**config.mk**
```make
export PLATFORM = sky130hd
export DESIGN_NAME = mem_port_arbiter
export DESIGN_NICKNAME = d
export VERILOG_FILES = /design/src/rtl/arb_pkg.sv /design/src/rtl/prio_sel.sv /design/src/rtl/mem_port_arbiter.sv
export SDC_FILE = /design/constraint.sdc
export NUM_CORES = 1
export LEC_CHECK = 0
export ABC_AREA = 1
export CORE_AREA = 2 2 111 113
export CTS_CLUSTER_SIZE = 40
export DETAILED_ROUTE_END_ITERATION = 10
export DIE_AREA = 0 0 113 115
export HOLD_SLACK_MARGIN = 0.1
export PLACE_DENSITY_LB_ADDON = 0.2
export SYNTH_ARGS = -nofsm -noshare
export SYNTH_HDL_FRONTEND = slang
export SYNTH_SLANG_ARGS = --single-unit
```
**constraint.sdc**
```tcl
create_clock -name clk -period 1.7 [get_ports clk]
set_input_delay 0.255 -clock clk [delete_from_list [all_inputs] [get_ports clk]]
set_output_delay 0.255 -clock clk [all_outputs]
set_load 0.05 [all_outputs]
```
**src/rtl/arb_pkg.sv**
```systemverilog
// Shared types for the fetch/data memory port arbiter.
package arb_pkg;

   typedef enum logic {
      PORT_I = 1'b0,
      PORT_D = 1'b1
   } port_e;

   typedef struct packed {
      logic  valid;
      port_e port;
      logic  is_load;
   } own_t;

   localparam int CONFLICT_CNT_W = 16;

endpackage

```
**src/rtl/prio_sel.sv**
```systemverilog
// Two-input fixed-priority selector; boost hands priority to the low input.
module prio_sel (
   input  logic req_hi,
   input  logic req_lo,
   input  logic boost,
   output logic gnt_hi,
   output logic gnt_lo
);

   assign gnt_lo = req_lo & (~req_hi | boost);
   assign gnt_hi = req_hi & ~gnt_lo;

endmodule

```
**src/rtl/mem_port_arbiter.sv**
```systemverilog
// Single-port memory arbiter: data port wins, starving fetch gets one grant.
module mem_port_arbiter
   import arb_pkg::*;
#(
   parameter int ADDR_W   = 32,
   parameter int DATA_W   = 32,
   parameter int MAX_WAIT = 3
) (
   input  logic                      clk,
   input  logic                      rst,
   input  logic                      i_req,
   input  logic [ADDR_W-1:0]         i_addr,
   output logic                      i_gnt,
   output logic                      i_rvalid,
   output logic [DATA_W-1:0]         i_rdata,
   input  logic                      d_req,
   input  logic                      d_we,
   input  logic [ADDR_W-1:0]         d_addr,
   input  logic [DATA_W-1:0]         d_wdata,
   output logic                      d_gnt,
   output logic                      d_rvalid,
   output logic [DATA_W-1:0]         d_rdata,
   output logic                      m_en,
   output logic                      m_we,
   output logic [ADDR_W-1:0]         m_addr,
   output logic [DATA_W-1:0]         m_wdata,
   input  logic [DATA_W-1:0]         m_rdata,
   output logic [CONFLICT_CNT_W-1:0] conflict_cnt
);

   logic                      sel_i;
   logic                      sel_d;
   logic                      fetch_starve;
   logic [3:0]                wait_cnt;
   logic [CONFLICT_CNT_W-1:0] cnt;
   own_t                      own;

   assign fetch_starve = (wait_cnt >= 4'(MAX_WAIT));

   prio_sel u_prio (
      .req_hi (d_req),
      .req_lo (i_req),
      .boost  (fetch_starve),
      .gnt_hi (sel_d),
      .gnt_lo (sel_i)
   );

   assign i_gnt = sel_i & ~rst;
   assign d_gnt = sel_d & ~rst;
   assign m_en  = i_gnt | d_gnt;
   assign m_we  = d_gnt & d_we;

   always_comb begin
      m_addr  = '0;
      m_wdata = '0;
      if (d_gnt) begin
         m_addr  = d_addr;
         m_wdata = d_wdata;
      end else if (i_gnt) begin
         m_addr  = i_addr;
      end
   end

   always_ff @(posedge clk) begin
      if (rst) begin
         own      <= '0;
         wait_cnt <= '0;
         cnt      <= '0;
      end else begin
         own.valid   <= m_en;
         own.port    <= d_gnt ? PORT_D : PORT_I;
         own.is_load <= d_gnt & ~d_we;
         if (i_req & ~i_gnt)
            wait_cnt <= wait_cnt + 4'd1;
         else
            wait_cnt <= '0;
         if (i_req & d_req & ~&cnt)
            cnt <= cnt + CONFLICT_CNT_W'(1);
      end
   end

   // Responses and the counter read as zero for the whole reset window.
   assign i_rvalid     = own.valid & (own.port == PORT_I) & ~rst;
   assign d_rvalid     = own.valid & (own.port == PORT_D) & ~rst;
   assign i_rdata      = i_rvalid ? m_rdata : '0;
   assign d_rdata      = (d_rvalid & own.is_load) ? m_rdata : '0;
   assign conflict_cnt = rst ? '0 : cnt;

endmodule

```
==> results.sh <==
export IMPL_status="finished with violations"
export IMPL_violations="design-rule violations, negative setup slack"
export IMPL_dieHeight_um=115
export IMPL_grt_pass1_wl_um=20900
export IMPL_drive_above_1_share_pct=46.6
export IMPL_area_growth_pct=236
export IMPL_clock_sinks=23
export IMPL_grt_use_total_pct=20.2
export IMPL_hold_depth=1
export IMPL_clkPwrFrac_pct=19.3
export IMPL_crit_slowest_cell="dfxtp_2"
export IMPL_use_met1_pct=20.3
export IMPL_synth_top_area_share_pct=24.8
export IMPL_vias=4099
export IMPL_crit_fanout=8
export IMPL_max_cap_violations=0
export IMPL_hold_viol=0
export IMPL_gr_usage_met3_pct=5.27
export IMPL_ant_nets=0
export IMPL_hpwl_um=12000
export IMPL_power_frac_comb_pct=60.3
export IMPL_worstSetupEndpointType="output pin"
export IMPL_port_buffer_count=282
export IMPL_crit_path_start_kind="flip-flop"
export IMPL_rsz0062_at_grt="true"
export IMPL_antenna_found_initial=0
export IMPL_swShare_pct=39.8
export IMPL_rows=40
export IMPL_drv_slew=0
export IMPL_syn_area_um2=2400
export IMPL_fin_crit_sh_pct=122
export IMPL_arrival_ps=1810
export IMPL_crit_chain="ha_4, nor3_2, nand2_1, nand2_2, nand3_4, inv_8, clkbuf_16, nand2_1, nand2_2, buf_12"
export IMPL_fp_coreArea_um2=11800
export IMPL_vias_per_cell=4.31
export IMPL_clk_latency_ps=260
export IMPL_setup_viol=68
export IMPL_finalCriticalPeriod_ps=2070
export IMPL_synth_area_per_cell_um2=4.80
export IMPL_slowest_delay_ps=330
export IMPL_final_setup_skew_ps=3.10
export IMPL_synth_cell_types=21
export IMPL_dp_cells=937
export IMPL_synth_seq_cells=23
export IMPL_drt_iter0_drc=131
export IMPL_power_switching_mw=1.09
export IMPL_p_int_mw=1.66
export IMPL_reg2reg_depth=8
export IMPL_grt_max_degree=27
export IMPL_nets=941
export IMPL_synth_area_top_cells="nor2_1 25%, nand2_1 23%, dfxtp_1 19%"
export IMPL_place_ws_ps=-300
export IMPL_wirelength_um=14400
export IMPL_htreeDepth=1
export IMPL_firstDrtPassIters=7
export IMPL_min_from="wait_cnt[0]"
export IMPL_ir_drop_mv=0.322
export IMPL_n_antenna_cell=0
export IMPL_min_path_type="reg -> reg"
export IMPL_drc=16
export IMPL_die_x_um=113
export IMPL_max_freq_mhz=484
export IMPL_grtUsageMet2_pct=40.7
export IMPL_cellPowerDensity_nw_per_um2=340
export IMPL_clk_path_buf_depth=2
export IMPL_worstReg2RegStart="cnt[1]"
export IMPL_place_gp_congestion=0.878
export IMPL_r2r_setup_slack_ps=200
export IMPL_netlist_instances=501
export IMPL_fin_ws_ps=-366
export IMPL_busiest_layer="met2"
export IMPL_pwr_share_seq_pct=20.4
export IMPL_yosysTopAreaCell="nor2_1"
export IMPL_mostFrequentLayoutCell="clkdlybuf4s50_1"
export IMPL_tritoncts="yes"
export IMPL_clk_pin_slew_ps=60
export IMPL_overflow=0
export IMPL_synth_seq_area_share_pct=19.1
export IMPL_start_util_pct=20.4
export IMPL_cts_inserted_buffers=3
export IMPL_crit_type="reg -> out"
export IMPL_root_buffer="clkbuf_16"
export IMPL_leakage_nw=3.59
export IMPL_fill_cells=872
export IMPL_grt_pass1_vias=4087
export IMPL_final_cell_mix="131 x clkdlybuf4s50_1, 125 x buf_12, 99 x inv_1, 82 x nor2_4, 80 x nand2_1"
export IMPL_holdWs_ps=438
export IMPL_fin_util_pct=68.4
export IMPL_fin_cells=952
export IMPL_worst_endpoint_required_ps=1440
export IMPL_holdPathEnd="wait_cnt[0]"
export IMPL_die_area_um2=13000
export IMPL_io_pins=283
export IMPL_synth_warnings=0
export IMPL_finalSetupTns_ps=-18650
export IMPL_routedWlPerCell_um=15.2
export IMPL_r2r_end="cnt[0]"
==> worst max-delay path: cells and delay by family, from the launching register on <==
family,cells,cell delay [ps]
adders and majority gates,1,150
buffers and inverters,3,440
DFF,1,330
and+or+nand+nor,6,620
==> worst max-delay path by stage <==
stage                 from  slack, ps          to
6_report       wait_cnt[0]       -370  m_addr[15]
3_3_place_gp           rst       -300   m_addr[0]
5_1_grt        wait_cnt[0]       -420  m_addr[15]
3_5_place_dp           rst       -300        m_en
4_1_cts        wait_cnt[0]       -290  m_wdata[1]
2_1_floorplan  wait_cnt[0]       -190  m_wdata[0]
==> state kept, by name, indices dropped and copies added (netlist names) <==
name	cells
own	3
cnt	16
wait_cnt	4
==> per-layer routing <==
metal / share of wire, % / vias up
met1: 32 / 1856
met3: 8.6 / 16
met4: 2.5 / 0
met2: 57 / 182
li1: - / 2045
met5: 0 / -
==> metrics by stage <==
step           total power, mW  cell area (µm²)
2_1_floorplan             1.29             3140
3_3_place_gp              2.09             7360
3_5_place_dp              2.10             7360
4_1_cts                   2.68             7660
5_1_grt                   2.84             8080
6_report                  2.75             8080
==> logic make-up after synthesis <==
family / share of synthesized area, %
flip-flops: 19.1
adder cells (fa/ha/maj): 1.04
AND/OR/NAND/NOR: 55.8
other: 0.156
buffers and inverters: 21.0
AO/OA/AOI/OAI: 2.86
==> final cells by class <==
cell class              count  area, µm²  share of cell area [%]
clock buffers               3       75.1                   0.929
inverters                 103        394                    4.88
multi-input cells         355       2490                    30.8
flip-flops and latches     23        464                    5.74
repair buffers            320       4470                    55.3
clock inverters             1       5.00                  0.0619
well taps                 147        184                    2.28
==> cells in the mapped netlist (all sizes together) <==
cell type,count
a21oi,10
buf,18
clkbuf,3
conb,1
dfxtp,23
ha,2
inv,103
nand2,147
nand3,23
nand4,2
nor2,163
nor3,3
o21ai,3
==> power by group through the flow <==
stage | clock [mW] | combinational (mW) | sequential (mW)
floorplan | 0 | 0.716 | 0.569
global placement | 0 | 1.52 | 0.570
detailed placement | 0 | 1.53 | 0.571
CTS | 0.537 | 1.59 | 0.559
global route | 0.553 | 1.73 | 0.563
finish | 0.529 | 1.66 | 0.561
==> what timing repair did <==
item / in CTS / in global routing
setup endpoints to repair: 144 / 86
endpoints found under the hold margin: 0 / 0
gates cloned: 2 / 5
resized for setup: 42 / 85
buffers inserted: 4 / 2
pin swaps: 2 / 25
hold buffers: 0 / 0
Power figures use the tool's default switching activity.
